File: config.mk
export PLATFORM = sky130hd
export DESIGN_NAME = code_lock_fsm
export DESIGN_NICKNAME = d
export VERILOG_FILES = /design/src/rtl/code_lock_pkg.sv /design/src/rtl/code_lock_fsm_key_event_enc.sv /design/src/rtl/code_lock_fsm.sv
export SDC_FILE = /design/constraint.sdc
export NUM_CORES = 1
export LEC_CHECK = 0
export BUFFER_PORTS_ARGS = -buffer_cell sky130_fd_sc_hd__buf_4
export CORE_MARGIN = 5
export CORE_UTILIZATION = 35
export DETAILED_ROUTE_END_ITERATION = 16
export PLACE_DENSITY = 0.59
export RECOVER_POWER = 100
export SKIP_LAST_GASP = 1
export SLEW_MARGIN = 20
export SYNTH_ARGS = -nofsm -noshare
export SYNTH_HDL_FRONTEND = slang
export SYNTH_SLANG_ARGS = --single-unit
File: constraint.sdc
create_clock -name Clk -period 5 [get_ports Clk]
set_input_delay 0.5 -clock Clk [delete_from_list [all_inputs] [get_ports Clk]]
set_output_delay 0.5 -clock Clk [all_outputs]
set_load 0.03 [all_outputs]
File: src/rtl/code_lock_pkg.sv
// Shared types and helpers for the parametrised code lock.
package code_lock_pkg;

  typedef enum logic [2:0] {
    S_IDLE,
    S_ENTER,
    S_UNLOCK,
    S_FAIL,
    S_LOCKOUT
  } state_e;

  localparam int unsigned KEY_RED   = 0;
  localparam int unsigned KEY_GREEN = 1;
  localparam int unsigned KEY_BLUE  = 2;

  function automatic int unsigned clog2(input int unsigned v);
    int unsigned r;
    r = 0;
    for (int unsigned i = 0; i < 32; i++) begin
      if ((64'd1 << i) < 64'(v)) r = i + 1;
    end
    return r;
  endfunction

  function automatic int unsigned max1(input int unsigned v);
    return (v == 0) ? 1 : v;
  endfunction

endpackage

File: src/rtl/code_lock_fsm_key_event_enc.sv
// Key edge detector: one press event per key-down, encoded to a symbol index.
module key_event_enc
  import code_lock_pkg::*;
#(
  parameter int unsigned NUM_KEYS = 3,
  parameter int unsigned SYM_W    = max1(clog2(NUM_KEYS))
) (
  input  logic                clk_i,
  input  logic                rst_i,
  input  logic [NUM_KEYS-1:0] keys_i,
  output logic                press_o,
  output logic [SYM_W-1:0]    sym_o,
  output logic                invalid_o
);

  logic [NUM_KEYS-1:0] key_prev_q;

  always_ff @(posedge clk_i) begin
    if (rst_i) key_prev_q <= '0;
    else       key_prev_q <= keys_i;
  end

  assign press_o = (|keys_i) && !(|key_prev_q);

  // Anything other than exactly one set bit is flagged so it can never match.
  always_comb begin
    int unsigned ones;
    ones  = 0;
    sym_o = '0;
    for (int unsigned i = 0; i < NUM_KEYS; i++) begin
      if (keys_i[i]) begin
        ones  = ones + 1;
        sym_o = SYM_W'(i);
      end
    end
    invalid_o = (ones != 1);
  end

endmodule

File: src/rtl/code_lock_fsm.sv
// Parametrised key-sequence lock with timeout, failure counting and lockout.
module code_lock_fsm
  import code_lock_pkg::*;
#(
  parameter int unsigned NUM_KEYS       = 3,
  parameter int unsigned CODE_LEN       = 4,
  parameter logic [CODE_LEN*max1(clog2(NUM_KEYS))-1:0] DEFAULT_CODE = 8'h18,
  parameter int unsigned TIMEOUT_CYCLES = 64,
  parameter int unsigned MAX_FAILS      = 3,
  parameter int unsigned LOCKOUT_CYCLES = 16
) (
  input  logic                                      Clk,
  input  logic                                      Rst,
  input  logic                                      Start,
  input  logic [NUM_KEYS-1:0]                       Keys,
  input  logic                                      ProgEn,
  input  logic [CODE_LEN*max1(clog2(NUM_KEYS))-1:0] ProgCode,
  output logic                                      U,
  output logic                                      Fail,
  output logic                                      Armed,
  output logic                                      Locked
);

  localparam int unsigned SYM_W  = max1(clog2(NUM_KEYS));
  localparam int unsigned CODE_W = CODE_LEN * SYM_W;
  localparam int unsigned IDX_W  = max1(clog2(CODE_LEN));
  localparam int unsigned TMR_W  = max1(clog2(TIMEOUT_CYCLES + 1));
  localparam int unsigned FC_W   = max1(clog2(MAX_FAILS + 1));
  localparam int unsigned LO_W   = max1(clog2(LOCKOUT_CYCLES));

  state_e            state_q, state_d;
  logic [IDX_W-1:0]  idx_q,   idx_d;
  logic [TMR_W-1:0]  tmr_q,   tmr_d;
  logic [FC_W-1:0]   fc_q,    fc_d;
  logic [LO_W-1:0]   lo_q,    lo_d;
  logic [CODE_W-1:0] code_q,  code_d;

  logic             press;
  logic             invalid;
  logic [SYM_W-1:0] sym;
  logic [SYM_W-1:0] code_sym;
  logic             hit;

  key_event_enc #(
    .NUM_KEYS(NUM_KEYS),
    .SYM_W   (SYM_W)
  ) u_key_event_enc (
    .clk_i    (Clk),
    .rst_i    (Rst),
    .keys_i   (Keys),
    .press_o  (press),
    .sym_o    (sym),
    .invalid_o(invalid)
  );

  always_comb begin
    code_sym = '0;
    for (int unsigned i = 0; i < CODE_LEN; i++) begin
      if (idx_q == IDX_W'(i)) code_sym = code_q[i*SYM_W +: SYM_W];
    end
  end

  // sym is always below NUM_KEYS, so out-of-range code symbols never compare equal.
  assign hit = press && !invalid && (sym == code_sym);

  always_ff @(posedge Clk) begin
    if (Rst) begin
      state_q <= S_IDLE;
      idx_q   <= '0;
      tmr_q   <= '0;
      fc_q    <= '0;
      lo_q    <= '0;
      code_q  <= DEFAULT_CODE;
    end else begin
      state_q <= state_d;
      idx_q   <= idx_d;
      tmr_q   <= tmr_d;
      fc_q    <= fc_d;
      lo_q    <= lo_d;
      code_q  <= code_d;
    end
  end

  always_comb begin
    state_d = state_q;
    idx_d   = idx_q;
    tmr_d   = tmr_q;
    fc_d    = fc_q;
    lo_d    = lo_q;
    code_d  = code_q;
    case (state_q)
      S_IDLE: begin
        if (ProgEn) begin
          code_d = ProgCode;
        end else if (Start) begin
          state_d = S_ENTER;
          idx_d   = '0;
          tmr_d   = '0;
        end
      end
      S_ENTER: begin
        if (Start) begin
          idx_d = '0;
          tmr_d = '0;
        end else if (press) begin
          if (!hit) begin
            state_d = S_FAIL;
          end else if (idx_q == IDX_W'(CODE_LEN - 1)) begin
            state_d = S_UNLOCK;
          end else begin
            idx_d = idx_q + 1'b1;
            tmr_d = '0;
          end
        end else begin
          if (tmr_q != '1) tmr_d = tmr_q + 1'b1;
          if (TIMEOUT_CYCLES != 0 && tmr_q == TMR_W'(TIMEOUT_CYCLES - 1)) state_d = S_FAIL;
        end
      end
      S_UNLOCK: begin
        fc_d    = '0;
        state_d = S_IDLE;
      end
      S_FAIL: begin
        if (fc_q != FC_W'(MAX_FAILS)) fc_d = fc_q + 1'b1;
        if (32'(fc_q) + 32'd1 >= MAX_FAILS) begin
          state_d = S_LOCKOUT;
          lo_d    = LO_W'(LOCKOUT_CYCLES - 1);
        end else begin
          state_d = S_IDLE;
        end
      end
      S_LOCKOUT: begin
        if (lo_q == '0) begin
          fc_d    = '0;
          state_d = S_IDLE;
        end else begin
          lo_d = lo_q - 1'b1;
        end
      end
      default: state_d = S_IDLE;
    endcase
  end

  assign U      = (state_q == S_UNLOCK);
  assign Fail   = (state_q == S_FAIL);
  assign Armed  = (state_q == S_ENTER);
  assign Locked = (state_q == S_LOCKOUT);

endmodule

==> results_dict.tcl <==
set metrics [dict create \
    outcome "complete, but fails checks" \
    failed_checks "max-capacitance violations, max-slew violations" \
    cts.clk_slew.worst_paths_ns 0.07 \
    place_congestion 0.8222 \
    area_growth_pct 12.96 \
    post-cts-setup-buffer-count 0 \
    max_slew.worst_pin.slew_ns 2.128 \
    synth_top_area_share_pct 34.97 \
    dpl_worst_slack_ns 2.619 \
    endpoint_kind "register" \
    intPower_uw 370.2 \
    routed_wl_um 3332 \
    final_nets 234 \
    hold_depth 2 \
    synth_top_family_by_area "simple AND/OR/NAND/NOR gates" \
    path_class "reg -> reg" \
    synth_flop_cell "dfxtp_1" \
    start_util_pct 35.62 \
    finalClockSkew_ns 0.008100 \
    post_cts_resized 0 \
    globalRouteMet2Util_pct 18.51 \
    ys_warn_count 0 \
    vias 1408 \
    grt_pass1_vias 1322 \
    synth_fp_nets 217 \
    fin_crit_ns 3.023 \
    cp_max_fo 8 \
    ys_top_cells_by_count "dfxtp_1 (29), nor2_1 (24)" \
    power_density_mw_per_mm2 273.5 \
    path_cells "inv_1 -> ha_1 -> nor3b_1 -> a221oi_1 -> mux2i_1 -> o311ai_0 -> a41oi_1" \
    post-route-period-util_pct 60.46 \
    critical-path-slowest-cell "o311ai_0" \
    tns_ns 0 \
    grt_use_met3_pct 2.381 \
    ys_types 42 \
    finalSetupViolations 0 \
    critical_path_buf_inv_count 1 \
    synth_edf_count 0 \
    die_area_sq_mm 0.006221 \
    postCtsHoldBufs 0 \
    drv_cap 1 \
    drive_gt1_share_pct 11.54 \
    port_buffers 18 \
    grt-ovfl-total 0 \
    first_iter_violations 88 \
    comb_power_share_pct 15.5 \
    stdcell_area_sq_mm 0.001876 \
    ys_top_cells_by_area "dfxtp_1 (35%), ha_1 (9.0%), nor2_1 (5.4%)" \
    hold_slack_ns 0.4250 \
    fmax_mhz 330.8 \
    grt_max_degree 31 \
    ctsLongestPathBuffers 2 \
    dp_hpwl_um 2390 \
    fillCellCount 494 \
    worst_r2r_startpoint "idx_q[0]" \
    netlist_instances 190 \
    synth-xor-area-share_pct 1.583 \
    startpoint "idx_q[0]" \
    grt_pass1_wl_um 5775 \
    synth_most_common_cell "dfxtp_1" \
    top_usage_layer "met2" \
    drtAntennaViolNets 0 \
    p_clk_share_pct 35.7 \
    die_h_um 78.88 \
    layout_setup_ws_ns 1.977 \
    async_reset_ff_share_pct 0 \
    die_w_um 78.88 \
    swShare_pct 27.82 \
    rows 25 \
    detailed_place.area_sq_mm 0.001841 \
    crit_arrival_ns 3.12 \
    cts_made_buffers 5 \
    yosysSeqAreaShare_pct 34.97 \
    htreeDepth 2 \
    timing.rr.end "tmr_q[3]" \
    switching_power_uw 142.7 \
    rsz0062_at_grt "no" \
    synth-simple-area-share_pct 24.04 \
    vias_per_cell 5.374 \
    clock-root-buffer "clkbuf_8" \
    min_path_type "in -> reg" \
    met1_usage_pct 14.83 \
    synth_compound_area_share_pct 20.57 \
    yosys.area.top_type "dfxtp_1" \
    irDropWorstVdd_mv 0.1666 \
    power.total_uw 512.9 \
    wl_per_cell_um 12.72 \
    antenna_found_initial 0 \
    post-route-drc-count 0 \
    cts_sinks 29 \
    hold_path.startpoint "ProgCode[4]" \
    seqPwrFrac_pct 48.8 \
    synthMuxAreaShare_pct 4.823 \
    synth-seq-cells 29 \
    p_leak_nw 0.6975 \
    slew_headroom_pct -43.87 \
    crit_path_max_incr_delay_ns 1.13 \
    ff2ff_path_depth 7 \
    first_pass_iters 4 \
    syn_avg_cell_area_sq_um 8.739 \
    grtUsageTotal_pct 11.58 \
    synthesis.area_sq_mm 0.001660 \
    core_sq_mm 0.004661 \
    hold_path_end "code_q[4]" \
    regToRegSetupSlack_ns 1.98 \
    diodes 0 \
    start_kind "register" \
    synthAdderAreaFrac_pct 9.043 \
    cts_tree "done" \
    critPathRequiredTime_ns 5.10 \
    path_delay_family "compound AO/OA/AOI/OAI gates" \
    report.final.slew_viol_count 13 \
    hold_viol_final 0 \
    ios 19 \
    clk_latency_ns 0.28 \
]
==> sequential cells by signal, indices dropped and copies added, names as in the netlist <==
| name | flops |
|---|---|
| code_q | 8 |
| fc_q | 2 |
| idx_q | 2 |
| lo_q | 4 |
| state_q | 3 |
| tmr_q | 7 |
| u_key_event_enc.key_prev_q | 3 |
==> cell usage in the layout (no fill, tap or decap), drive strengths merged, types with 2 or more instances in the layout <==
cell / netlist / layout
a211o: 2 / 2
a211oi: 6 / 6
a21oi: 12 / 12
a221oi: 2 / 2
a311oi: 2 / 2
a31oi: 3 / 3
a41oi: 2 / 2
buf: 4 / 13
clkbuf: 4 / 11
clkinv: 0 / 2
dfxtp: 29 / 29
ha: 12 / 12
inv: 12 / 12
mux2i: 8 / 8
nand2: 12 / 12
nand2b: 3 / 3
nand3: 3 / 3
nand3b: 5 / 5
nor2: 24 / 24
nor2b: 6 / 6
nor3: 5 / 5
nor3b: 4 / 4
nor4b: 3 / 3
o21ai: 5 / 5
o311ai: 3 / 3
o31ai: 3 / 3
or4: 3 / 3
xor2: 2 / 2
==> worst max-delay path by stage <==
stage / to / slack [ns] / cells after the start
CTS: tmr_q[0] / 2.60 / 7
global route: tmr_q[1] / 1.67 / 7
global placement: tmr_q[0] / 2.67 / 6
floorplan: lo_q[3] / 2.87 / 6
finish: tmr_q[3] / 1.98 / 7
detailed placement: tmr_q[0] / 2.62 / 6
==> per-layer routing <==
metal  routed length, um  share of wire (%)
met1                1603                 48
met3                 122                3.7
met5                   0                  0
met2                1558                 47
met4                  48                1.4
==> kinds of logic (layout without fill, tap and decap cells) <==
logic type | count (synthesis) | count (layout)
AOI/OAI and AO/OA | 46 | 46
muxes | 8 | 8
DFF | 29 | 29
buffers and inverters | 20 | 38
adders and majority gates | 12 | 12
xor gates and xnor gates | 3 | 3
and+or+nand+nor | 72 | 72
==> worst reg2reg max path, stage by stage (launching register included) <==
cell and delay, ns:
dfxtp_1 0.40, inv_1 0.10, ha_1 0.26, nor3b_1 0.15
a221oi_1 0.31, mux2i_1 0.27, o311ai_0 1.13, a41oi_1 0.23
==> cell type report <==
cell class	instances	area (sq um)	share of cell area, %
flip-flops and latches	29	580.6	30.95
repair buffers	18	116.4	6.204
well taps	54	67.56	3.602
clock buffers	6	72.57	3.869
inverters	12	45.04	2.402
clock inverters	2	10.01	0.5337
multi-input cells	141	983.4	52.43
==> power groups by stage <==
| stage | registers (mW) | logic, mW | clock network [mW] |
|---|---|---|---|
| 6_report | 0.250 | 0.0796 | 0.183 |
| 3_5_place_dp | 0.256 | 0.0840 | 0 |
| 3_3_place_gp | 0.256 | 0.0830 | 0 |
| 2_1_floorplan | 0.250 | 0.0630 | 0 |
| 5_1_grt | 0.252 | 0.0891 | 0.203 |
| 4_1_cts | 0.251 | 0.0842 | 0.191 |
==> stage by stage <==
| step | cells | utilization, % |
|---|---|---|
| after floorplan | 190 | - |
| after global placement | 254 | 39.30 |
| after detailed placement | 254 | 39.49 |
| after CTS | 262 | 41.26 |
| after global routing | 262 | 40.24 |
| final | 262 | 40.24 |
(Power assumes the default switching activity.)
